==> src/rtl/fir_folded_pkg.sv <==
// Shared definitions for the folded FIR: FSM state encoding and a constant clog2.
package fir_folded_pkg;

  typedef enum logic [1:0] {
    StIdle = 2'd0,
    StMac  = 2'd1,
    StOut  = 2'd2
  } state_e;

  function automatic int unsigned clog2(input int unsigned value);
    int unsigned result;
    result = 0;
    while ((32'd1 << result) < value) begin
      result = result + 1;
    end
    return result;
  endfunction

endpackage

==> src/rtl/fir_delay_line.sv <==
// Circular sample store with a wrapping write pointer and one offset-addressed read port.
module fir_delay_line
  import fir_folded_pkg::*;
#(
  parameter int unsigned WIDTH = 10,
  parameter int unsigned TAPS  = 16,
  localparam int unsigned AW   = clog2(TAPS)
) (
  input  logic             clk_i,
  input  logic             rst_ni,
  input  logic             wr_en_i,
  input  logic [WIDTH-1:0] wr_data_i,
  input  logic             adv_i,
  input  logic [AW-1:0]    rd_offset_i,
  output logic [WIDTH-1:0] rd_data_o
);

  logic [WIDTH-1:0] mem_q [TAPS];
  logic [AW-1:0]    wr_ptr_q;
  logic [AW:0]      rd_sum;
  logic [AW-1:0]    rd_idx;

  // (wr_ptr - offset) mod TAPS, valid for non-power-of-two TAPS as well
  always_comb begin
    rd_sum = {1'b0, wr_ptr_q} - {1'b0, rd_offset_i};
    if (rd_offset_i > wr_ptr_q) begin
      rd_sum = rd_sum + (AW + 1)'(TAPS);
    end
    rd_idx = rd_sum[AW-1:0];
  end

  assign rd_data_o = mem_q[rd_idx];

  always_ff @(posedge clk_i or negedge rst_ni) begin
    if (!rst_ni) begin
      wr_ptr_q <= '0;
      for (int i = 0; i < TAPS; i++) begin
        mem_q[i] <= '0;
      end
    end else begin
      if (wr_en_i) begin
        mem_q[wr_ptr_q] <= wr_data_i;
      end
      if (adv_i) begin
        wr_ptr_q <= (wr_ptr_q == AW'(TAPS - 1)) ? '0 : wr_ptr_q + 1'b1;
      end
    end
  end

endmodule

==> src/rtl/fir_folded.sv <==
// Time-multiplexed FIR: one multiplier, one accumulator, TAPS MAC cycles per sample.
module fir_folded
  import fir_folded_pkg::*;
#(
  parameter int unsigned WIDTH       = 10,
  parameter int unsigned COEFF_WIDTH = 17,
  parameter int unsigned TAPS        = 16,
  parameter int unsigned SHIFT       = 15
) (
  input  logic                          clock,
  input  logic                          reset_n,
  input  logic signed [WIDTH-1:0]       in_data,
  input  logic                          in_valid,
  output logic                          in_ready,
  output logic signed [WIDTH-1:0]       out_data,
  output logic                          out_valid,
  input  logic                          coeff_we,
  input  logic [clog2(TAPS)-1:0]        coeff_addr,
  input  logic signed [COEFF_WIDTH-1:0] coeff_data,
  output logic                          coeff_err
);

  localparam int unsigned AW   = clog2(TAPS);
  localparam int unsigned PW   = WIDTH + COEFF_WIDTH;
  localparam int unsigned AccW = PW + AW;

  state_e                        state_q;
  logic [AW-1:0]                 k_q;
  logic signed [AccW-1:0]        acc_q;
  logic signed [COEFF_WIDTH-1:0] coeff_q [TAPS];
  logic signed [WIDTH-1:0]       out_data_q;
  logic                          out_valid_q;
  logic                          coeff_err_q;

  logic [WIDTH-1:0]       rd_data;
  logic signed [PW-1:0]   prod;
  logic signed [AccW-1:0] acc_d;
  logic signed [AccW-1:0] shifted;
  logic signed [WIDTH-1:0] sat;
  logic                   accept;
  logic                   addr_ok;

  assign in_ready = (state_q == StIdle);
  assign accept   = in_valid && in_ready;
  assign addr_ok  = ({1'b0, coeff_addr} < (AW + 1)'(TAPS));

  fir_delay_line #(
    .WIDTH (WIDTH),
    .TAPS  (TAPS)
  ) u_delay_line (
    .clk_i       (clock),
    .rst_ni      (reset_n),
    .wr_en_i     (accept),
    .wr_data_i   (in_data),
    .adv_i       (state_q == StOut),
    .rd_offset_i (k_q),
    .rd_data_o   (rd_data)
  );

  always_comb begin
    prod    = coeff_q[k_q] * $signed(rd_data);
    acc_d   = acc_q + AccW'(prod);
    shifted = acc_q >>> SHIFT;
    sat     = shifted[WIDTH-1:0];
    // Out of range whenever the bits above the output sign bit are not all copies of it
    if (shifted[AccW-1:WIDTH-1] != {(AccW - WIDTH + 1){shifted[AccW-1]}}) begin
      sat = shifted[AccW-1] ? {1'b1, {(WIDTH - 1){1'b0}}} : {1'b0, {(WIDTH - 1){1'b1}}};
    end
  end

  always_ff @(posedge clock or negedge reset_n) begin
    if (!reset_n) begin
      state_q     <= StIdle;
      k_q         <= '0;
      acc_q       <= '0;
      out_data_q  <= '0;
      out_valid_q <= 1'b0;
      coeff_err_q <= 1'b0;
      for (int i = 0; i < TAPS; i++) begin
        coeff_q[i] <= '0;
      end
    end else begin
      out_valid_q <= 1'b0;
      coeff_err_q <= 1'b0;
      unique case (state_q)
        StIdle: begin
          // Coefficient lands on the accept edge, so the first MAC already sees it
          if (coeff_we && addr_ok) begin
            coeff_q[coeff_addr] <= coeff_data;
          end
          if (in_valid) begin
            acc_q   <= '0;
            k_q     <= '0;
            state_q <= StMac;
          end
        end
        StMac: begin
          acc_q       <= acc_d;
          k_q         <= k_q + 1'b1;
          coeff_err_q <= coeff_we;
          if (k_q == AW'(TAPS - 1)) begin
            state_q <= StOut;
          end
        end
        StOut: begin
          out_data_q  <= sat;
          out_valid_q <= 1'b1;
          coeff_err_q <= coeff_we;
          state_q     <= StIdle;
        end
        default: state_q <= StIdle;
      endcase
    end
  end

  assign out_data  = out_data_q;
  assign out_valid = out_valid_q;
  assign coeff_err = coeff_err_q;

endmodule

==> config.mk <==
export PLATFORM = sky130hd
export DESIGN_NAME = fir_folded
export DESIGN_NICKNAME = d
export VERILOG_FILES = /design/src/rtl/fir_folded_pkg.sv /design/src/rtl/fir_delay_line.sv /design/src/rtl/fir_folded.sv
export SDC_FILE = /design/constraint.sdc
export NUM_CORES = 1
export LEC_CHECK = 0
export ABC_AREA = 0
export CAP_MARGIN = 15
export CELL_PAD_IN_SITES_DETAIL_PLACEMENT = 2
export CELL_PAD_IN_SITES_GLOBAL_PLACEMENT = 2
export CORE_UTILIZATION = 35
export DETAILED_ROUTE_END_ITERATION = 16
export PLACE_DENSITY = 0.75
export SLEW_MARGIN = 20
export SYNTH_ARGS = -nofsm -noshare
export SYNTH_HDL_FRONTEND = slang
export SYNTH_SLANG_ARGS = --single-unit
==> constraint.sdc <==
create_clock -name clock -period 13.97 [get_ports clock]
set_input_delay 1.397 -clock clock [delete_from_list [all_inputs] [get_ports clock]]
set_output_delay 1.397 -clock clock [all_outputs]
set_load 0.05 [all_outputs]
==> results.toml <==
[clock_tree]
cts_buffer_depth = 3
insertion_delay_ns = 0.65
cts_resized = 0
ctsHoldBuffers = 0
clk_pin_slew_ns = 0.06
h-tree-depth = 2
cts_buffers = 56
cts_tree = "built"
clock_sinks = 485
postCtsSetupBuffers = 0
cts_root_buffer = "clkbuf_16"

[placed_design]
placed_cell_area_um2 = 30800
dpl.hpwl_um = 53900
place_congestion = 0.800
io_buffers = 47

[logic_synthesis]
syn_inst = 2195
async_flop_share_pct = 100
synth_top_area_share_pct = 41.7
synth_cell_types = 61
yosys_warnings = 0
ys_seq_elements = 485
synth-main-ff-cell = "dfrtp_1"
yosysSeqAreaShare_pct = 41.7
yosys.area.top_type = "dfrtp_1"
syn_avg_cell_area_um2 = 13.3
syn-cell-area_um2 = 29100
synth_area_leaders = "dfrtp_1, mux2_2, fa_1"
synth_edf_count = 0
synth_fp_nets = 2506

[sta]
drv_slew = 0
final_hold_viol_count = 0
setup-tns-final_ns = 0
max_freq_mhz = 106
fin_crit_sh_pct = 67.3
maxSlewHeadroom_pct = 28.1
setup_viol = 0
clock_skew_ns = 0.0375
min_period_ns = 9.40
rsz0062_at_grt = "false"
worstMarginPinSlew_ns = 1.08

[critical_path]
reg2reg_to = "acc_q[28]"
worstReg2RegStart = "k_q[0]"
worstPathMaxFanout = 47
r2r_cells = 25
arrival_ns = 9.93
crit_path_end_kind = "flip-flop"
reg2reg_slack_ns = 4.57
critPathRequiredTime_ns = 14.50
critPathKind = "reg -> reg"
cp-start-kind = "flip-flop"

[drt]
drc = 0
ant_nets = 0
drtIter0Drc = 868
wl_per_cell_um = 25.0
wl_um = 83500
firstDrtPassIters = 4
vias = 17900
vias_per_cell = 5.35

[finish]
syn2layout_area_growth_pct = 12.7
num-fill-cells = 8033
finish.instance_area_um2 = 32800
final_common_cell = "dfrtp_1"
nNetsFinal = 2540
final_layout_size_suffix_gt1_share_pct = 32.2
mostFrequentLayoutCells = "dfrtp_1, mux2_2, inv_1, fa_1, nand2_1"

[flow_run]
maxCapViolCount = 0

[pwr]
combPwrFrac_pct = 53.7
internal_power_mw = 4.53
power_leakage_nw = 15.1
p_switching_mw = 3.30
pwr-share-clk_pct = 19.8
switching_share_pct = 42.1
p_seq_share_pct = 26.6
ir_drop_mv = 0.158
p_per_area_nw_per_um2 = 239

[floorplan]
rows = 105
floorplan.initialDensity_pct = 35.4
io_pins = 48
core_um2 = 82100
die_w_um = 290
die_h_um = 290
dieArea_um2 = 84300

[global_routing]
antenna_found_initial = 4
grt_pass1_vias = 21600
grt_usage_pct = 20.3
grt_max_degree = 160
grt_pass1_wl_um = 132000
grt_overflow_total = 0

[outcome]
status = "completed"

[min_path]
min_path_type = "reg -> reg"
hold_start = "coeff_q[8]"
min_to = "coeff_q[8]"
holdPathStages = 1
==> per-stage QoR <==
stage / instances / worst slack [ns] / total power, mW / hold WS (ns) / utilization (%)
2_1_floorplan: 2195 / 5.79 / 5.02 / 0.450 / -
3_3_place_gp: 3240 / 4.63 / 6.02 / 0.476 / 37.5
3_5_place_dp: 3240 / 4.49 / 6.31 / 0.491 / 37.5
4_1_cts: 3343 / 4.46 / 7.94 / 0.504 / 39.9
5_1_grt: 3345 / 4.05 / 8.42 / 0.514 / 39.9
6_report: 3345 / 4.57 / 7.83 / 0.501 / 39.9
==> routing by layer <==
layer	share of wire (%)	global-route usage [%]	up-vias
met1	41	24.9	9873
li1	-	-	7600
met3	2.9	2.52	156
met2	53	37.2	250
met5	0.057	0	-
met4	3.1	6.29	6
==> cells in the mapped netlist (12+ instances only) <==
cell type	n
nand3_1	16
a21o_1	16
dfrtp_1	485
a21oi_1	30
nor2_1	66
nand2b_1	13
buf_2	27
mux2i_1	12
nand2_1	148
mux2_2	441
clkbuf_1	69
o21ai_0	31
xnor2_1	14
ha_1	87
xor2_1	14
and2_1	13
inv_1	237
nor2b_1	53
mux4_2	124
fa_1	189
==> power groups by stage <==
stage	clock network (mW)	registers [mW]	logic, mW
2_1_floorplan	0	1.95	3.07
3_3_place_gp	0	2.04	3.98
3_5_place_dp	0	2.09	4.22
4_1_cts	1.59	2.09	4.26
5_1_grt	1.63	2.13	4.66
6_report	1.55	2.08	4.20
==> state kept, by name, summed over array words and instances, names as in the netlist <==
| name | count |
|---|---|
| out_data | 10 |
| state_q | 2 |
| u_delay_line.wr_ptr_q | 4 |
| u_delay_line.mem_q | 160 |
| coeff_q | 272 |
| out_valid | 1 |
| acc_q | 31 |
| k_q | 4 |
| coeff_err | 1 |
==> how the worst max path moves through the flow <==
stage                start         to  depth (start not counted)
finish              k_q[0]  acc_q[28]                         25
CTS                 k_q[0]  acc_q[28]                         24
global route        k_q[0]  acc_q[28]                         25
global placement    k_q[0]  acc_q[28]                         26
detailed placement  k_q[0]  acc_q[28]                         25
floorplan           k_q[1]  acc_q[28]                         30
==> worst max-delay path: stages (launching register included) <==
cell	delay [ns]
dfrtp_4	1.07
ha_2	0.31
inv_1	0.06
fa_2	0.52
buf_4	0.52
mux4_2	0.40
mux2_1	0.32
a21oi_2	0.76
nand2b_1	0.23
fa_1	0.45
fa_1	0.49
inv_1	0.05
fa_1	0.46
fa_1	0.50
inv_1	0.06
fa_1	0.48
inv_1	0.04
ha_1	0.33
a21oi_1	0.25
nor3b_1	0.21
a21boi_1	0.17
a32oi_1	0.36
nand2_1	0.21
o2111a_1	0.31
or4_1	0.41
a32o_1	0.26
==> cell families (layout without fill, tap and decap cells) <==
logic type / Yosys count / in the layout / share of synthesized area [%]
flip-flops: 485 / 485 / 41.7
multiplexers: 578 / 578 / 27.1
AND/OR/NAND/NOR: 341 / 341 / 5.50
XOR/XNOR: 29 / 29 / 0.899
AO/OA/AOI/OAI: 143 / 143 / 3.37
adder cells (fa/ha/maj): 276 / 276 / 16.7
other: 0 / 1 / 0
buffers and inverters: 343 / 422 / 4.67
==> cell type report <==
class,instances,area (µm²),area share (%)
antenna,1,2.50,0.00763
clock buffer,81,1660,5.05
clock inverter,22,282,0.858
inverter,237,890,2.71
multi-input combinational,1367,15700,47.9
sequential,485,12100,37.0
tap,1070,1340,4.08
timing repair buffer,82,763,2.33
(Power assumes the default switching activity.)
